===== src/rtl/sync_fifo_prog_if.sv =====
// sync_fifo_prog bus: write/read requests, read data and status.
// master drives requests, slave is the FIFO.
interface sync_fifo_prog_if #(
  parameter int DSIZE = 8,
  parameter int ASIZE = 4
);
  logic             wreq;
  logic [DSIZE-1:0] wdata;
  logic             rreq;
  logic [DSIZE-1:0] rdata;
  logic             rvalid;
  logic             wfull;
  logic             rempty;
  logic             almost_full;
  logic             almost_empty;
  logic [ASIZE:0]   level;
  logic             overflow;
  logic             underflow;

  modport master (
    output wreq, wdata, rreq,
    input  rdata, rvalid, wfull, rempty,
    input  almost_full, almost_empty,
    input  level, overflow, underflow
  );

  modport slave (
    input  wreq, wdata, rreq,
    output rdata, rvalid, wfull, rempty,
    output almost_full, almost_empty,
    output level, overflow, underflow
  );
endinterface


===== src/rtl/sync_fifo_prog.sv =====
// Single-clock FIFO with programmable almost flags,
// sticky error flags and optional first-word-fall-through.
module sync_fifo_prog #(
  parameter int DSIZE     = 8,
  parameter int ASIZE     = 4,
  parameter int AFULL_TH  = (1 << ASIZE) - 2,
  parameter int AEMPTY_TH = 2,
  parameter int FWFT      = 0
) (
  input logic clk,
  input logic rst_n,
  input logic clr,
  sync_fifo_prog_if.slave bus
);

  localparam int DEPTH = 1 << ASIZE;

  typedef logic [ASIZE:0] ptr_t;

  localparam ptr_t FULL_LVL = ptr_t'(DEPTH);
  localparam ptr_t AF_LVL   = ptr_t'(AFULL_TH);
  localparam ptr_t AE_LVL   = ptr_t'(AEMPTY_TH);
  localparam ptr_t ONE      = ptr_t'(1);

  logic [DSIZE-1:0] mem_q [DEPTH];

  ptr_t wr_ptr_q, wr_ptr_d;
  ptr_t rd_ptr_q, rd_ptr_d;
  ptr_t level_q, level_d;

  logic wfull_q, wfull_d;
  logic rempty_q, rempty_d;
  logic afull_q, afull_d;
  logic aempty_q, aempty_d;
  logic ovf_q, ovf_d;
  logic unf_q, unf_d;
  logic rvalid_q, rvalid_d;

  logic [DSIZE-1:0] rdata_q, rdata_d;
  logic [DSIZE-1:0] head;

  logic wr_acc;
  logic rd_acc;

  assign head   = mem_q[rd_ptr_q[ASIZE-1:0]];
  assign wr_acc = bus.wreq & ~wfull_q & ~clr;
  assign rd_acc = bus.rreq & ~rempty_q & ~clr;

  always_comb begin
    wr_ptr_d = wr_ptr_q;
    rd_ptr_d = rd_ptr_q;
    level_d  = level_q;
    ovf_d    = ovf_q;
    unf_d    = unf_q;
    rvalid_d = 1'b0;
    rdata_d  = rdata_q;
    if (clr) begin
      wr_ptr_d = '0;
      rd_ptr_d = '0;
      level_d  = '0;
      ovf_d    = 1'b0;
      unf_d    = 1'b0;
    end else begin
      if (wr_acc) wr_ptr_d = wr_ptr_q + ONE;
      if (rd_acc) rd_ptr_d = rd_ptr_q + ONE;
      if (wr_acc && !rd_acc) level_d = level_q + ONE;
      if (rd_acc && !wr_acc) level_d = level_q - ONE;
      ovf_d = ovf_q | (bus.wreq & wfull_q);
      unf_d = unf_q | (bus.rreq & rempty_q);
      if (rd_acc) begin
        rvalid_d = 1'b1;
        rdata_d  = head;
      end
    end
    // Flags follow the next-state level so they line up with level.
    wfull_d  = (level_d == FULL_LVL);
    rempty_d = (level_d == '0);
    afull_d  = (level_d >= AF_LVL);
    aempty_d = (level_d <= AE_LVL);
  end

  always_ff @(posedge clk or negedge rst_n) begin
    if (!rst_n) begin
      wr_ptr_q <= '0;
      rd_ptr_q <= '0;
      level_q  <= '0;
      wfull_q  <= 1'b0;
      rempty_q <= 1'b1;
      afull_q  <= 1'b0;
      aempty_q <= 1'b1;
      ovf_q    <= 1'b0;
      unf_q    <= 1'b0;
      rvalid_q <= 1'b0;
      rdata_q  <= '0;
    end else begin
      wr_ptr_q <= wr_ptr_d;
      rd_ptr_q <= rd_ptr_d;
      level_q  <= level_d;
      wfull_q  <= wfull_d;
      rempty_q <= rempty_d;
      afull_q  <= afull_d;
      aempty_q <= aempty_d;
      ovf_q    <= ovf_d;
      unf_q    <= unf_d;
      rvalid_q <= rvalid_d;
      rdata_q  <= rdata_d;
    end
  end

  // Storage carries no reset; only the pointers decide what is valid.
  always_ff @(posedge clk) begin
    if (wr_acc) mem_q[wr_ptr_q[ASIZE-1:0]] <= bus.wdata;
  end

  assign bus.rdata        = (FWFT != 0) ? head : rdata_q;
  assign bus.rvalid       = (FWFT != 0) ? ~rempty_q : rvalid_q;
  assign bus.wfull        = wfull_q;
  assign bus.rempty       = rempty_q;
  assign bus.almost_full  = afull_q;
  assign bus.almost_empty = aempty_q;
  assign bus.level        = level_q;
  assign bus.overflow     = ovf_q;
  assign bus.underflow    = unf_q;

endmodule


===== src/flat_wrapper.sv =====
// flat-port wrapper written by rule: the top's interface ports become plain ports
module sync_fifo_prog_flat 
#(
  parameter int DSIZE     = 8,
  parameter int ASIZE     = 4,
  parameter int AFULL_TH  = (1 << ASIZE) - 2,
  parameter int AEMPTY_TH = 2,
  parameter int FWFT      = 0
)
  (clk, rst_n, clr, bus_wreq, bus_wdata, bus_rreq, bus_rdata, bus_rvalid, bus_wfull, bus_rempty, bus_almost_full, bus_almost_empty, bus_level, bus_overflow, bus_underflow);
  sync_fifo_prog_if #(.DSIZE(DSIZE), .ASIZE(ASIZE)) bus_i ();
  input logic clk;
  input logic rst_n;
  input logic clr;
  input wire logic [$bits(bus_i.wreq)-1:0] bus_wreq;
  input wire logic [$bits(bus_i.wdata)-1:0] bus_wdata;
  input wire logic [$bits(bus_i.rreq)-1:0] bus_rreq;
  output wire logic [$bits(bus_i.rdata)-1:0] bus_rdata;
  output wire logic [$bits(bus_i.rvalid)-1:0] bus_rvalid;
  output wire logic [$bits(bus_i.wfull)-1:0] bus_wfull;
  output wire logic [$bits(bus_i.rempty)-1:0] bus_rempty;
  output wire logic [$bits(bus_i.almost_full)-1:0] bus_almost_full;
  output wire logic [$bits(bus_i.almost_empty)-1:0] bus_almost_empty;
  output wire logic [$bits(bus_i.level)-1:0] bus_level;
  output wire logic [$bits(bus_i.overflow)-1:0] bus_overflow;
  output wire logic [$bits(bus_i.underflow)-1:0] bus_underflow;
  assign bus_i.wreq = bus_wreq;
  assign bus_i.wdata = bus_wdata;
  assign bus_i.rreq = bus_rreq;
  assign bus_rdata = bus_i.rdata;
  assign bus_rvalid = bus_i.rvalid;
  assign bus_wfull = bus_i.wfull;
  assign bus_rempty = bus_i.rempty;
  assign bus_almost_full = bus_i.almost_full;
  assign bus_almost_empty = bus_i.almost_empty;
  assign bus_level = bus_i.level;
  assign bus_overflow = bus_i.overflow;
  assign bus_underflow = bus_i.underflow;
  sync_fifo_prog #(.DSIZE(DSIZE), .ASIZE(ASIZE), .AFULL_TH(AFULL_TH), .AEMPTY_TH(AEMPTY_TH), .FWFT(FWFT)) u_core (.clk(clk), .rst_n(rst_n), .clr(clr), .bus(bus_i));
endmodule

===== config.mk =====
export PLATFORM = sky130hd
export DESIGN_NAME = sync_fifo_prog_flat
export DESIGN_NICKNAME = d
export VERILOG_FILES = /design/src/rtl/sync_fifo_prog_if.sv /design/src/rtl/sync_fifo_prog.sv /design/src/flat_wrapper.sv
export SDC_FILE = /design/constraint.sdc
export NUM_CORES = 1
export LEC_CHECK = 0
export ABC_AREA = 1
export BUFFER_PORTS_ARGS = -buffer_cell sky130_fd_sc_hd__buf_2
export CORE_UTILIZATION = 30
export DETAILED_ROUTE_END_ITERATION = 10
export PLACE_DENSITY = 0.56
export SLEW_MARGIN = 20
export SYNTH_ARGS = -nofsm -noshare
export SYNTH_HDL_FRONTEND = slang
export SYNTH_SLANG_ARGS = --single-unit

===== constraint.sdc =====
create_clock -name clk -period 2.6 [get_ports clk]
set_clock_uncertainty 0.1 [all_clocks]
set_input_delay 0.13 -clock clk [delete_from_list [all_inputs] [get_ports clk]]
set_output_delay 0.13 -clock clk [all_outputs]
set_load 0.02 [all_outputs]

==> run_results.csv <==
group,metric,value,unit
status,status,"finished clean",
setup_path,endpoint_kind,"flip-flop",
yosys,yosysSeqAreaShare,0.686,
setup_path,r2r_end,"u_core.mem_q[12][3]",
yosys,netlist_area,6630,um2
drt,drc,0,
place,io_buffers,32,
drt,drt-total-wl,15900,um
drt,drt_iter0_markers,520,
drt,top_layer,"met4",
timing,maxSlewViolCount,0,
worst_hold_path,hp-class,"in -> reg",
setup_path,crit_buf_inv,1,
floorplanning,num_rows,54,
timing,period_share,0.801,
timing,fmax,480,MHz
finish,layout.nets,661,
drt,drt-met1-wl,7320,um
setup_path,slowest_stage,"nor2_1",
setup_path,start_kind,"flip-flop",
setup_path,ff2ff_setup_slack,0.52,ns
clock_network,cts_tree,"done",
timing,finalSetupTns,0,ns
setup_path,crit_end,"u_core.mem_q[12][3]",
yosys,synth_top_area_frac,0.580,
finish,drive_gt1_frac,0.156,
drt,met3_length,719,um
timing,finalHoldViolations,0,
finish,antenna_cells,0,
grt,antenna_found_initial,0,
clock_network,cts_sinks,156,
grt,grt_pass1_wl,24600,um
drt,wl_per_cell,17.1,um
timing,max_slew_margin,0.453,
grt,grt_pass1_vias,4220,
setup_path,path_class,"reg -> reg",
clock_network,clk_pin_slew,0.06,ns
floorplanning,die_h,151,um
place,place_congestion,0.781,
floorplanning,dieArea,22700,um2
clock_network,cts_buffers,17,
setup_path,regToRegStartpoint,"u_core.bus.wfull",
grt,grt.total_usage,0.150,
timing,fin_crit,2.08,ns
clock_network,root_buffer,"clkbuf_16",
pwr,powerDensity,831,nW/um2
setup_path,cp.depth,5,
drt,viasPerCell,4.78,
setup_path,critPathMaxFanout,8,
timing,worst_pin_slew,0.818,ns
clock_network,cts_setup_buffers,0,
pwr,ir_drop,0.510,mV
clock_network,htree_levels,4,
floorplanning,io_pins,33,
floorplanning,core_area,21800,um2
floorplanning,die_w,151,um
grt,grt_max_degree,37,
pwr,leakagePower,2.97,nW
yosys,synth_cells,592,
place,hpwlAfterDp,10100,um
clock_network,cts_buffer_depth,2,
finish,mostFrequentLayoutCells,"edfxtp_1, nand2_1, nor2_1, o21ai_0, inv_1",
timing,setup_viol,0,
setup_path,critPathMaxStageDelay,0.66,ns
clock_network,clk_latency,0.42,ns
setup_path,worstPathCellList,"inv_2 -> nand2_4 -> nor2_4 -> nand2_1 -> nor2_1",
drt,drt_first_pass_iters,5,
setup_path,crit_family,"simple AND/OR/NAND/NOR gates",
finish,final_common_cell,"edfxtp_1",
grt,overflow,0,
flow_run,drv_cap,0,
drt,routed-wl-met2,7420,um
setup_path,reg2regPathDepth,5,
floorplanning,initial_core_util,0.305,
timing,rsz0062_at_grt,"no",
drt,num_vias,4462,
yosys,ys_types,29,
yosys,ys_ff_latch,156,
setup_path,cp-startpoint,"u_core.bus.wfull",
yosys,syn_nets,612,
finish,area.growth.synth_to_final,17.1,%
yosys,synth_area_leaders,"edfxtp_1, dfrtp_1, o21ai_0",
yosys,post-synth-top-area-cell,"edfxtp_1",
finish,fin_util,0.357,
yosys,avgSynthCellArea,11.2,um2
setup_path,cp.arrival,2.03,ns
yosys,yosys_warnings,0,
drt,ant_nets,0,
setup_path,required,2.55,ns
## cell families after synthesis
kind of cell	Yosys count	synth area share
xor+xnor	2	0.00264
flops	156	0.686
simple gates	253	0.171
buf+inv	68	0.0462
fa+ha+maj	7	0.0132
compound gates	106	0.0815
## power by group
part	switching, W	internal [W]	leakage (nW)
sequential	0.000130	0.00285	1.52
clock	0.000995	0.00132	0.259
combinational	0.000802	0.000363	1.19
total	0.00193	0.00452	2.97
## registers in the layout, indices dropped and copies added (netlist names)
name                     count
u_core.bus.level             5
u_core.bus.almost_full       1
u_core.rd_ptr_q              4
u_core.bus.almost_empty      1
u_core.bus.rdata             8
u_core.mem_q               128
u_core.bus.overflow          1
u_core.bus.wfull             1
u_core.bus.rvalid            1
u_core.bus.underflow         1
u_core.bus.rempty            1
u_core.wr_ptr_q              4
## final cells by class
cell class / count / area (um2)
fill: 2169 / 14000
sequential: 156 / 4550
multi-input combinational: 368 / 1780
clock buffer: 18 / 429
timing repair buffer: 59 / 388
tap: 280 / 350
inverter: 39 / 149
clock inverter: 13 / 120
## cells in the mapped netlist
| cell | number |
|---|---|
| nor2_1 | 85 |
| nand2_1 | 89 |
| nand4_1 | 2 |
| inv_2 | 3 |
| nand2_4 | 1 |
| o21ai_1 | 10 |
| nor3_1 | 31 |
| o21ai_0 | 71 |
| buf_2 | 12 |
| nand3_2 | 2 |
| clkbuf_1 | 10 |
| nand2_2 | 4 |
| dfstp_2 | 2 |
| nand3_4 | 3 |
| inv_4 | 1 |
| a21oi_1 | 17 |
| xnor2_1 | 2 |
| o22ai_1 | 8 |
| buf_6 | 3 |
| edfxtp_1 | 128 |
| nand3_1 | 31 |
| nand3b_1 | 1 |
| buf_4 | 3 |
| ha_1 | 7 |
| nor2_4 | 3 |
| dfrtp_1 | 26 |
| nor4_1 | 1 |
| inv_1 | 35 |
| buf_1 | 1 |
## how the worst min path moves through the flow
stage	from	end	slack, ns	depth (start not counted)
after detailed placement	rst_n	u_core.bus.rvalid	0.12	1
after global routing	bus_wdata[6]	u_core.mem_q[3][6]	0.01	1
after CTS	bus_wdata[6]	u_core.mem_q[3][6]	0.006	1
after floorplan	rst_n	u_core.bus.almost_full	-0.27	0
final	bus_wdata[6]	u_core.mem_q[3][6]	0.01	1
after global placement	rst_n	u_core.bus.rvalid	0.12	1
## worst register-to-register path: stages, from the launching register on
cell,delay [ns]
dfrtp_1,0.44
inv_2,0.12
nand2_4,0.09
nor2_4,0.13
nand2_1,0.17
nor2_1,0.66
## repair_timing
| item | 4_1_cts | 5_1_grt |
|---|---|---|
| resized for setup | 0 | 0 |
| hold buffers | 5 | 0 |
| endpoints found under the setup margin | 0 | 0 |
| hold endpoints to repair | 28 | 0 |
## metrics by stage
stage | setup slack (ns) | cells | instance area (um2) | power [W] | hold slack, ns
2_1_floorplan | 0.728 | 592 | 6630 | 0.00377 | -0.266
3_5_place_dp | 0.507 | 897 | 7160 | 0.00418 | 0.125
3_3_place_gp | 0.465 | 897 | 7160 | 0.00418 | 0.119
6_report | 0.517 | 933 | 7760 | 0.00645 | 0.0131
4_1_cts | 0.489 | 933 | 7760 | 0.00649 | 0.00647
5_1_grt | 0.384 | 933 | 7760 | 0.00673 | 0.0144
## routing by layer
layer,track usage,up-vias
met5,0,-
met2,0.229,123
met4,0.0740,0
met3,0.0245,30
li1,-,2158
met1,0.208,2151
(Power assumes the default switching activity.)
